[config.mk]
export PLATFORM = sky130hd
export DESIGN_NAME = reg_file_en
export DESIGN_NICKNAME = d
export VERILOG_FILES = /design/src/rtl/reg_file_en.sv
export SDC_FILE = /design/constraint.sdc
export NUM_CORES = 1
export LEC_CHECK = 0
export ABC_AREA = 1
export CAP_MARGIN = 20
export CORE_MARGIN = 5
export CORE_UTILIZATION = 55
export DETAILED_ROUTE_END_ITERATION = 7
export GPL_TIMING_DRIVEN = 0
export MAX_ROUTING_LAYER = met4
export PLACE_DENSITY = 0.73
export SETUP_SLACK_MARGIN = 0.4
export SYNTH_ARGS = -nofsm -noshare
export SYNTH_HDL_FRONTEND = slang
export SYNTH_SLANG_ARGS = --single-unit
[constraint.sdc]
create_clock -name clk -period 4.7 [get_ports clk]
set_clock_uncertainty 0.1 [all_clocks]
set_input_delay 1.175 -clock clk [delete_from_list [all_inputs] [get_ports clk]]
set_output_delay 1.175 -clock clk [all_outputs]
set_load 0.02 [all_outputs]
[src/rtl/reg_file_en.sv]
// Register file with bit-masked write port, two registered read ports with
// same-cycle write bypass, per-entry valid flags and a multi-cycle clear sweep.
module reg_file_en #(
    parameter int WIDTH  = 8,
    parameter int DEPTH  = 8,
    parameter int ADDR_W = $clog2(DEPTH)
) (
    input  logic              clk,
    input  logic              rst,
    input  logic              wr_en,
    input  logic [ADDR_W-1:0] wr_addr,
    input  logic [WIDTH-1:0]  wr_data,
    input  logic [WIDTH-1:0]  wr_mask,
    output logic              wr_ack,
    input  logic [ADDR_W-1:0] rd_addr_a,
    input  logic [ADDR_W-1:0] rd_addr_b,
    output logic [WIDTH-1:0]  rd_data_a,
    output logic [WIDTH-1:0]  rd_data_b,
    output logic              rd_valid_a,
    output logic              rd_valid_b,
    input  logic              clr,
    output logic              busy
);

    typedef enum logic {IDLE, SWEEP} state_t;

    state_t            state_q, state_d;
    logic [ADDR_W-1:0] ptr_q, ptr_d;
    logic              busy_q, busy_d;
    logic              wr_ack_q, wr_ack_d;
    logic [WIDTH-1:0]  rd_data_a_q, rd_data_a_d;
    logic [WIDTH-1:0]  rd_data_b_q, rd_data_b_d;
    logic              rd_valid_a_q, rd_valid_a_d;
    logic              rd_valid_b_q, rd_valid_b_d;
    logic [WIDTH-1:0]  entry_q [DEPTH];
    logic [WIDTH-1:0]  entry_d [DEPTH];
    logic [DEPTH-1:0]  valid_q, valid_d;

    logic              wr_base;
    logic              wr_accept;
    logic [DEPTH-1:0]  wr_sel;
    logic [DEPTH-1:0]  rd_sel_a;
    logic [DEPTH-1:0]  rd_sel_b;
    logic [DEPTH-1:0]  sweep_sel;
    logic [WIDTH-1:0]  wr_cur;
    logic [WIDTH-1:0]  wr_merged;

    assign wr_base = wr_en & ~busy_q & ~clr;

    // One-hot decodes; an address beyond DEPTH-1 matches no entry, which
    // rejects out-of-range writes and makes out-of-range reads return 0/0.
    generate
        for (genvar gi = 0; gi < DEPTH; gi++) begin : g_decode
            assign wr_sel[gi]    = wr_base && (wr_addr == ADDR_W'(gi));
            assign rd_sel_a[gi]  = (rd_addr_a == ADDR_W'(gi));
            assign rd_sel_b[gi]  = (rd_addr_b == ADDR_W'(gi));
            assign sweep_sel[gi] = (state_q == SWEEP) && (ptr_q == ADDR_W'(gi));
        end
    endgenerate

    assign wr_accept = |wr_sel;
    assign wr_merged = (wr_cur & ~wr_mask) | (wr_data & wr_mask);

    always_comb begin
        wr_cur       = '0;
        rd_data_a_d  = '0;
        rd_data_b_d  = '0;
        rd_valid_a_d = 1'b0;
        rd_valid_b_d = 1'b0;
        for (int i = 0; i < DEPTH; i++) begin
            if (wr_sel[i]) begin
                wr_cur = entry_q[i];
            end
            if (rd_sel_a[i]) begin
                rd_data_a_d  = entry_q[i];
                rd_valid_a_d = valid_q[i];
            end
            if (rd_sel_b[i]) begin
                rd_data_b_d  = entry_q[i];
                rd_valid_b_d = valid_q[i];
            end
        end
        // Bypass only forwards writes; sweep clears are seen one cycle later.
        if (wr_accept && (rd_addr_a == wr_addr)) begin
            rd_data_a_d  = wr_merged;
            rd_valid_a_d = 1'b1;
        end
        if (wr_accept && (rd_addr_b == wr_addr)) begin
            rd_data_b_d  = wr_merged;
            rd_valid_b_d = 1'b1;
        end
    end

    always_comb begin
        for (int i = 0; i < DEPTH; i++) begin
            entry_d[i] = entry_q[i];
            valid_d[i] = valid_q[i];
            if (wr_sel[i]) begin
                entry_d[i] = wr_merged;
                valid_d[i] = 1'b1;
            end else if (sweep_sel[i]) begin
                entry_d[i] = '0;
                valid_d[i] = 1'b0;
            end
        end
    end

    always_comb begin
        state_d  = state_q;
        ptr_d    = ptr_q;
        wr_ack_d = wr_accept;
        case (state_q)
            IDLE: begin
                if (clr) begin
                    state_d = SWEEP;
                    ptr_d   = '0;
                end
            end
            SWEEP: begin
                if (ptr_q == ADDR_W'(DEPTH - 1)) begin
                    state_d = IDLE;
                    ptr_d   = '0;
                end else begin
                    ptr_d = ptr_q + ADDR_W'(1);
                end
            end
            default: begin
                state_d = IDLE;
                ptr_d   = '0;
            end
        endcase
        busy_d = (state_d == SWEEP);
    end

    always_ff @(posedge clk or posedge rst) begin
        if (rst) begin
            state_q      <= IDLE;
            ptr_q        <= '0;
            busy_q       <= 1'b0;
            wr_ack_q     <= 1'b0;
            rd_data_a_q  <= '0;
            rd_data_b_q  <= '0;
            rd_valid_a_q <= 1'b0;
            rd_valid_b_q <= 1'b0;
            valid_q      <= '0;
            for (int i = 0; i < DEPTH; i++) begin
                entry_q[i] <= '0;
            end
        end else begin
            state_q      <= state_d;
            ptr_q        <= ptr_d;
            busy_q       <= busy_d;
            wr_ack_q     <= wr_ack_d;
            rd_data_a_q  <= rd_data_a_d;
            rd_data_b_q  <= rd_data_b_d;
            rd_valid_a_q <= rd_valid_a_d;
            rd_valid_b_q <= rd_valid_b_d;
            valid_q      <= valid_d;
            for (int i = 0; i < DEPTH; i++) begin
                entry_q[i] <= entry_d[i];
            end
        end
    end

    assign wr_ack     = wr_ack_q;
    assign busy       = busy_q;
    assign rd_data_a  = rd_data_a_q;
    assign rd_data_b  = rd_data_b_q;
    assign rd_valid_a = rd_valid_a_q;
    assign rd_valid_b = rd_valid_b_q;

endmodule

==> results.py, run 1 <==
metrics = {
    "place": {
        "globalplace.congestion": 1.02,
        "dpl_cell_area_um2": 6490,
        "portBuffers": 42,
        "post-dp-hpwl_um": 14600,
    },
    "power_and_ir_drop": {
        "ir_drop_mv": 0.250,
        "pwr-share-seq": 0.447,
        "finalPower_w": 0.00231,
        "pwr-share-clk": 0.263,
        "powerDensity_nw_per_um2": 345,
        "p_sw_w": 0.000846,
        "leakage_nw": 3.32,
        "p_comb_frac": 0.290,
        "p_int_w": 0.00146,
        "power.share.switching": 0.366,
    },
    "cts": {
        "clkTransAtPathRegs_ns": 0.09,
        "hold_buffers": 0,
        "cts_max_path_buffers": 2,
        "cts_tree": "done",
        "clk_latency_ns": 0.40,
        "post_cts_resize_count": 0,
        "cts.sinks": 95,
        "post_cts_buffers": 0,
        "root_buffer": "clkbuf_8",
        "cts_max_level": 3,
        "cts_made_buffers": 9,
    },
    "logic_synthesis": {
        "avgSynthCellArea_um2": 7.09,
        "syn-instance-count": 826,
        "synth_area_leader_cell": "dfrtp_1",
        "ys_types": 41,
        "synth_top_area_share": 0.406,
        "yosysWarningCount": 0,
        "synth-seq-cells": 95,
        "seq_area_frac_synth": 0.406,
        "syn_nets": 861,
        "yosys-top-cells-area": "dfrtp_1 41%, nand2_1 19%, nand3_1 9.0%, inv_1 4.7%, nor2_1 3.5%",
        "mappedNetlistArea_um2": 5850,
    },
    "critical_path": {
        "cp_cell_sequence": "clkdlybuf4s50_1, nor2_2, nand2_2, nor2_4, nand2_2, inv_2, buf_6, nor2_1, nand2_1, nand2_1",
        "critical-path-slowest-cell": "clkdlybuf4s50_1",
        "start_kind": "input pin",
        "cp-end-kind": "flip-flop",
        "rrSetupSlack_ns": 2.34,
        "worstSetupPathType": "input pin to flip-flop",
        "arrival_ns": 3.41,
        "max_stage_delay_ns": 0.59,
        "crit_fanout": 10,
        "cp.required_ns": 4.94,
    },
    "timing": {
        "hold-worst-slack_ns": 0.388,
        "worst_pin_slew_ns": 0.809,
        "setup_violations": 0,
        "fmax_ghz": 0.315,
        "finalHoldViolCount": 0,
        "fin_crit_sh": 0.675,
        "slew_viol_final": 0,
        "max_slew_margin": 0.456,
        "rsz0062_at_grt": "false",
        "layout_min_cycle_time_ns": 3.17,
    },
    "run": {
        "cap_violations": 0,
    },
    "drt": {
        "routedWlPerCell_um": 19.3,
        "vias": 6040,
        "drt-total-wl_um": 19700,
        "avgViaCountPerCell": 5.91,
        "ant_nets": 0,
        "dr.pass1.iters": 6,
        "drt_iter0_drc": 727,
        "drcViolationCount": 0,
    },
    "global_route": {
        "grt_max_degree": 60,
        "grt_overflow": 0,
        "grt_pass1_vias": 6028,
        "grt_pass1_wl_um": 32100,
        "antenna_found_initial": 0,
        "grt_usage": 0.334,
    },
    "floorplanning": {
        "die_w_um": 113,
        "pin_count": 49,
        "rows": 37,
        "floorplan.initialDensity": 0.564,
        "dieArea_um2": 12800,
        "core_um2": 10400,
        "fp.dieH_um": 113,
    },
    "finish": {
        "n_antenna_cell": 0,
        "synthToLayoutAreaGrowth_pct": 14.5,
        "finalInstanceArea_um2": 6700,
        "final_nets": 917,
        "layout-drive-gt1-share": 0.0982,
        "layout_commonest_cell": "nand2_1",
        "final_cell_mix": "304 x nand2_1, 105 x nand3_1, 95 x dfrtp_1",
    },
    "outcome": {
        "status": "finished clean",
    },
    "min_path": {
        "min_path_type": "flip-flop to flip-flop",
    },
}
## final timing paths
| check | start | endpoint | cells after the start |
|---|---|---|---|
| setup / recovery | clr | entry_q[2] | 10 |
| hold / removal | valid_q[0] | valid_q[0] | 2 |
| max in group asynchronous | rst | entry_q[38] | 3 |
| min in group asynchronous | rst | entry_q[0] | 2 |
| hold reg to reg | valid_q[0] | valid_q[0] | 2 |
| setup reg to reg | busy | entry_q[44] | 12 |
## sequential cells by signal (all words and copies together), names as in the netlist
register	count
rd_data_b	8
rd_valid_b	1
entry_q	64
busy	1
rd_valid_a	1
rd_data_a	8
ptr_q	3
wr_ack	1
valid_q	8
## critical path, delay by kind of cell
| kind | cells | cell delay (ns) |
|---|---|---|
| AND/OR/NAND/NOR | 7 | 1.37 |
| buffers and inverters | 3 | 0.85 |
## metrics by stage
step | cells | utilization | TNS [ns] | setup slack [ns]
3_5_place_dp | 1007 | 0.626 | 0 | 1.18
5_1_grt | 1022 | 0.646 | 0 | 1.40
6_report | 1022 | 0.646 | 0 | 1.53
2_1_floorplan | 826 | - | 0 | 0.948
4_1_cts | 1022 | 0.646 | 0 | 1.59
3_3_place_gp | 1004 | 0.621 | -45.75 | -0.490
## cells by family (layout without fill, tap and decap cells)
group	Yosys count	in the layout	share of synthesized area
buffers and inverters	105	165	0.0776
and+or+nand+nor	539	539	0.419
AOI/OAI and AO/OA	79	79	0.0817
xor gates and xnor gates	2	2	0.00299
DFF	95	95	0.406
adders and majority gates	6	6	0.0128
## metal layers
metal | vias to the layer above | GRT usage | part of all wire
met5 | - | - | 0
met4 | 0 | 0.169 | 0.041
met3 | 57 | 0.0626 | 0.096
met2 | 356 | 0.503 | 0.46
met1 | 2832 | 0.432 | 0.41
li1 | 2795 | - | -
## cell type report
type	instances	area (um2)
plain buffers	24	148
clock buffers	12	145
clock inverters	3	67.6
fillers	952	3670
inverters	81	309
multi-input cells	626	3020
flip-flops and latches	95	2380
well taps	136	170
repair buffers	45	463
## power by group through the flow
stage	Clock [W]	Combinational, W	Sequential (W)
3_3_place_gp	0	0.000640	0.00104
5_1_grt	0.000653	0.000731	0.00105
3_5_place_dp	0	0.000659	0.00104
6_report	0.000608	0.000670	0.00103
2_1_floorplan	0	0.000397	0.00105
4_1_cts	0.000612	0.000662	0.00103
## Yosys cell counts (all sizes together)
library cell  count
nand2           315
nand3           109
dfrtp            95
inv              80
nor2             63
a21oi            34
buf              24
nor3             21
nand4            20
o21ai            16
o22ai            14
or2               9
ha                6
a31oi             5
a211oi            3
o211ai            3
o2111ai           2
xor2              2
and2              1
clkinv            1
nor3b             1
o21bai            1
o31ai             1
(Power assumes the default switching activity.)
==> run 2, diff against run 1 <==
- clock period: 4.7 -> 3.2 ns (I/O delays scaled with it)
==> run 2 against run 1 <==
Global-route usage fell by 0.10 points; hold slack improved by 0.0035 ns; sequential power grew 48%; worst setup slack lost 1.1 ns; cell count increased by 0.29%; sequential share of layout area is 0.14 points lower; critical path type unchanged; via count up 0.76%.
==> results.py, run 2 (synthesized netlist as in run 1, its figures left out) <==
metrics = {
    "outcome": {
        "status": "finished clean",
    },
    "critical_path": {
        "start_kind": "input pin",
        "cp.required_ns": 3.45,
        "worstSetupPathType": "input pin to flip-flop",
        "crit_cells": 10,
        "cp-end-kind": "flip-flop",
        "crit_fanout": 10,
        "cp_cell_sequence": "clkdlybuf4s50_1, nor2_4, nand2_2, nor2_4, nand2_2, inv_2, buf_4, a31oi_2, nand2_1, nand2_1",
        "cp_top_family": "buffers and inverters",
        "critical-path-slowest-cell": "clkdlybuf4s50_1",
        "max_stage_delay_ns": 0.64,
        "reg2reg_depth": 12,
        "arrival_ns": 3.02,
        "path_buf_inv": 3,
    },
    "cts": {
        "clk_latency_ns": 0.41,
        "cts_tree": "done",
        "cts_max_level": 3,
        "cts.sinks": 95,
        "root_buffer": "clkbuf_8",
        "cts_max_path_buffers": 2,
        "clkTransAtPathRegs_ns": 0.10,
        "cts_made_buffers": 9,
        "hold_buffers": 0,
    },
    "timing": {
        "worst_pin_slew_ns": 0.835,
        "fin_crit_sh": 0.864,
        "rsz0062_at_grt": "true",
        "totalNegativeSetupSlack_ns": 0,
        "finalHoldViolCount": 0,
        "slew_viol_final": 0,
        "setup_violations": 0,
        "layout_min_cycle_time_ns": 2.77,
        "max_slew_margin": 0.440,
        "layout_setup_ws_ns": 0.435,
        "fmax_ghz": 0.362,
    },
    "finish": {
        "fillCellCount": 951,
        "layout-drive-gt1-share": 0.103,
        "final_nets": 919,
        "synthToLayoutAreaGrowth_pct": 14.9,
        "layout_commonest_cell": "nand2_1",
        "n_antenna_cell": 0,
        "top_register": "entry_q",
        "largest_reg_flops": 64,
        "final_cell_mix": "304 x nand2_1, 105 x nand3_1, 95 x dfrtp_1",
    },
    "global_route": {
        "use_met3": 0.0829,
        "grt_pass1_wl_um": 31600,
        "grt_pass1_vias": 5894,
        "met2_usage": 0.494,
        "busiest_layer": "met2",
        "grt_max_degree": 44,
        "grt_usage": 0.333,
        "grt_overflow": 0,
        "grtUsageMet1": 0.420,
        "antenna_found_initial": 0,
    },
    "drt": {
        "dr.pass1.iters": 7,
        "ant_nets": 0,
        "avgViaCountPerCell": 5.94,
        "drt_iter0_drc": 810,
        "vias": 6086,
        "routedWlPerCell_um": 19.7,
        "drcViolationCount": 0,
        "drt-total-wl_um": 20200,
    },
    "place": {
        "pre_cts_ws_ns": 0.0277,
        "post-dp-hpwl_um": 14700,
        "portBuffers": 42,
        "globalplace.congestion": 0.980,
    },
    "floorplanning": {
        "rows": 37,
        "floorplan.initialDensity": 0.564,
        "die_w_um": 113,
        "core_um2": 10400,
        "fp.dieH_um": 113,
        "dieArea_um2": 12800,
        "pin_count": 49,
    },
    "power_and_ir_drop": {
        "powerDensity_nw_per_um2": 503,
        "ir_drop_mv": 0.390,
        "finalPower_w": 0.00338,
        "leakage_nw": 3.32,
    },
    "run": {
        "cap_violations": 0,
    },
    "min_path": {
        "holdPathStages": 2,
        "min_path_type": "flip-flop to flip-flop",
    },
}
-- run 2: layer usage --
metal / vias up / wire [um] / share of wire
met3: 87 / 2100 / 0.10
met2: 386 / 9010 / 0.45
li1: 2797 / - / -
met4: 0 / 1170 / 0.058
met1: 2816 / 7950 / 0.39
met5: - / 0 / 0
-- run 2: final timing paths --
kind / startpoint / endpoint / slack (ns)
max reg2reg: busy / entry_q[52] / 0.76
min in group asynchronous: rst / entry_q[40] / 0.60
max in group asynchronous: rst / rd_data_a[6] / 1.87
min reg2reg: entry_q[38] / entry_q[38] / 0.39
min: entry_q[38] / entry_q[38] / 0.39
max: clr / entry_q[24] / 0.43
-- run 2: through the flow --
stage	std cells	util	hold WS [ns]	cell area [um2]
after floorplan	826	-	0.342	5860
after global placement	1004	0.622	0.360	6450
after detailed placement	1008	0.627	0.359	6500
after CTS	1024	0.647	0.396	6710
after global routing	1025	0.649	0.427	6730
final	1025	0.649	0.391	6730
-- run 2: cell type report --
cell class                      instances  area, um2  area share
Clock inverter                          5       63.8     0.00948
Timing Repair Buffer                   47        483      0.0718
Buffer                                 24        148      0.0219
Tap cell                              136        170      0.0253
Multi-Input combinational cell        626       3030       0.451
Inverter                               81        310      0.0461
Sequential cell                        95       2380       0.353
Clock buffer                           11        141      0.0210
-- run 2: what timing repair did --
| action | CTS | global route |
|---|---|---|
| buffers inserted | 0 | 1 |
| resized for setup | 0 | 3 |
| endpoints found under the setup margin | 0 | 18 |
-- run 2: worst register-to-register path, cell delays in order (launching register included) --
cell     delay, ns
dfrtp_1       0.45
buf_6         0.18
inv_4         0.07
nand2_4       0.06
nor2_8        0.19
nand2_1       0.31
inv_2         0.31
nand2_1       0.08
nand4_1       0.15
nand2_1       0.08
nand2_2       0.23
nand2_1       0.10
nand2_1       0.08
-- run 2: power by group --
group	switching [W]	leakage (nW)	total, W	internal [W]
clock network	0.000473	0.101	0.000862	0.000390
registers	0.000154	1.31	0.00152	0.00137
logic	0.000668	1.92	0.000999	0.000331
total	0.00129	3.32	0.00338	0.00209
==> run 3, diff against run 2 <==
- CELL_PAD_IN_SITES_DETAIL_PLACEMENT: default -> 0
- CELL_PAD_IN_SITES_GLOBAL_PLACEMENT: default -> 1
- CORE_UTILIZATION: 55 -> 39
- HOLD_SLACK_MARGIN: default -> 0.1
- PLACE_DENSITY: 0.73 -> 0.75
- clock period: 3.2 -> 2.32 ns (I/O delays scaled with it)
==> run 3 against run 2 <==
Sequential power is 38% higher; critical endpoint is now entry_q[60]; combinational power grew 89%; via count rose by 7.2%; sequential share of layout area down 6.9 points.
==> results.py, run 3 (synthesized netlist as in run 1, its figures left out) <==
metrics = {
    "global_route": {
        "grt_pass1_vias": 6473,
        "antenna_found_initial": 0,
        "grt_usage": 0.288,
        "grt_max_degree": 40,
        "grt_overflow": 0,
        "grt_pass1_wl_um": 37600,
    },
    "finish": {
        "regArea_um2": 2380,
        "layout_commonest_cell": "nand2_1",
        "largest_reg_flops": 64,
        "synthToLayoutAreaGrowth_pct": 43.0,
        "final_nets": 980,
        "multi_input_area_um2": 3920,
        "layout-drive-gt1-share": 0.301,
        "fillCellCount": 1347,
        "n_antenna_cell": 0,
        "top_register": "entry_q",
        "final_cell_mix": "268 x nand2_1, 95 x dfrtp_1, 62 x inv_1",
        "final_cells": 1133,
    },
    "critical_path": {
        "crit_fanout": 10,
        "cp.required_ns": 2.52,
        "arrival_ns": 2.32,
        "worstSetupPathType": "flip-flop to flip-flop",
        "cp-end-kind": "flip-flop",
        "start_kind": "flip-flop",
    },
    "drt": {
        "dr.pass1.iters": 6,
        "drt-total-wl_um": 24900,
        "vias": 6522,
        "routedWlPerCell_um": 22.0,
        "drt_iter0_drc": 780,
        "drcViolationCount": 0,
        "avgViaCountPerCell": 5.76,
        "ant_nets": 0,
    },
    "timing": {
        "slew_viol_final": 0,
        "rsz0062_at_grt": "true",
        "fmax_ghz": 0.473,
        "worst_pin_slew_ns": 0.821,
        "fin_crit_sh": 0.912,
        "layout_min_cycle_time_ns": 2.11,
        "finalHoldViolCount": 0,
        "hold-worst-slack_ns": 0.385,
        "setup_violations": 0,
        "max_slew_margin": 0.453,
    },
    "place": {
        "portBuffers": 42,
        "post-dp-hpwl_um": 16100,
        "globalplace.congestion": 0.902,
        "dp.cells": 1056,
    },
    "power_and_ir_drop": {
        "p_int_w": 0.00349,
        "leakage_nw": 4.00,
        "ir_drop_mv": 0.502,
        "powerDensity_nw_per_um2": 666,
        "pwr-share-seq": 0.377,
        "p_comb_frac": 0.339,
        "p_sw_w": 0.00209,
        "pwr-share-clk": 0.284,
        "power.share.switching": 0.374,
    },
    "cts": {
        "root_buffer": "clkbuf_16",
        "cts_max_level": 3,
        "cts_max_path_buffers": 2,
        "clkTransAtPathRegs_ns": 0.07,
        "cts.sinks": 95,
        "cts_made_buffers": 9,
        "hold_buffers": 0,
        "clk_latency_ns": 0.36,
        "cts_tree": "done",
    },
    "floorplanning": {
        "floorplan.initialDensity": 0.400,
        "rows": 44,
        "die_w_um": 133,
        "fp.dieH_um": 133,
        "dieArea_um2": 17600,
        "pin_count": 49,
        "core_um2": 14600,
    },
    "min_path": {
        "min_path_type": "flip-flop to flip-flop",
    },
    "outcome": {
        "status": "finished clean",
    },
    "run": {
        "cap_violations": 0,
    },
}
-- run 3: worst paths after layout --
| path | start | endpoint | slack [ns] | depth (start not counted) |
|---|---|---|---|---|
| max in group asynchronous | rst | entry_q[43] | 0.94 | 3 |
| min in group asynchronous | rst | rd_data_b[1] | 0.56 | 2 |
| setup reg to reg | busy | entry_q[60] | 0.21 | 13 |
| hold / removal | entry_q[41] | entry_q[41] | 0.38 | 2 |
| hold reg to reg | entry_q[41] | entry_q[41] | 0.38 | 2 |
| setup / recovery | busy | entry_q[60] | 0.21 | 13 |
-- run 3: timing repair --
item	4_1_cts	5_1_grt
gates cloned	7	3
buffers inserted	25	27
pin swaps	39	77
hold endpoints to repair	0	0
setup endpoints to repair	107	85
resized for setup	182	77
-- run 3: layout make-up --
type / instances / area share
multi-input cells: 634 / 0.468
flip-flops and latches: 95 / 0.284
repair buffers: 100 / 0.114
inverters: 81 / 0.0408
clock buffers: 11 / 0.0302
plain buffers: 24 / 0.0289
well taps: 184 / 0.0275
clock inverters: 4 / 0.00658
-- run 3: routing by layer --
metal  global-route usage  wire length, um  up-vias
met5                    -                0        -
met3               0.0482             1830       82
met1                0.349             9940     3178
met2                0.449            11400      315
met4                0.176             1660        0
li1                     -                -     2947
-- run 3: through the flow --
stage	area (um2)	setup WS, ns	total power, W	utilization	setup TNS, ns
finish	8370	0.205	0.00558	0.571	0
global route	8370	0.116	0.00582	0.571	0
CTS	7820	0.233	0.00533	0.534	0
detailed placement	6590	-0.785	0.00352	0.450	-51.38
global placement	6530	-0.764	0.00348	0.446	-104.81
floorplan	5880	0.379	0.00294	-	0
-- run 3: power by group through the flow --
stage | sequential (W) | clock, W | combinational (W)
after global placement | 0.00210 | 0 | 0.00137
final | 0.00210 | 0.00158 | 0.00189
after detailed placement | 0.00211 | 0 | 0.00141
after floorplan | 0.00213 | 0 | 0.000809
after global routing | 0.00213 | 0.00168 | 0.00201
after CTS | 0.00209 | 0.00159 | 0.00165
-- run 3: worst max-delay path, cell delays in order (launching register included) --
cell and delay, ns:
dfrtp_1 0.42, buf_6 0.14, clkinv_4 0.04, nand2_4 0.05
nor2_8 0.18, buf_6 0.14, nand2_4 0.10, inv_6 0.16
nand2_1 0.07, nand4_1 0.20, nand2_2 0.16, nand2_4 0.16
nand2_1 0.06, nand2_1 0.05
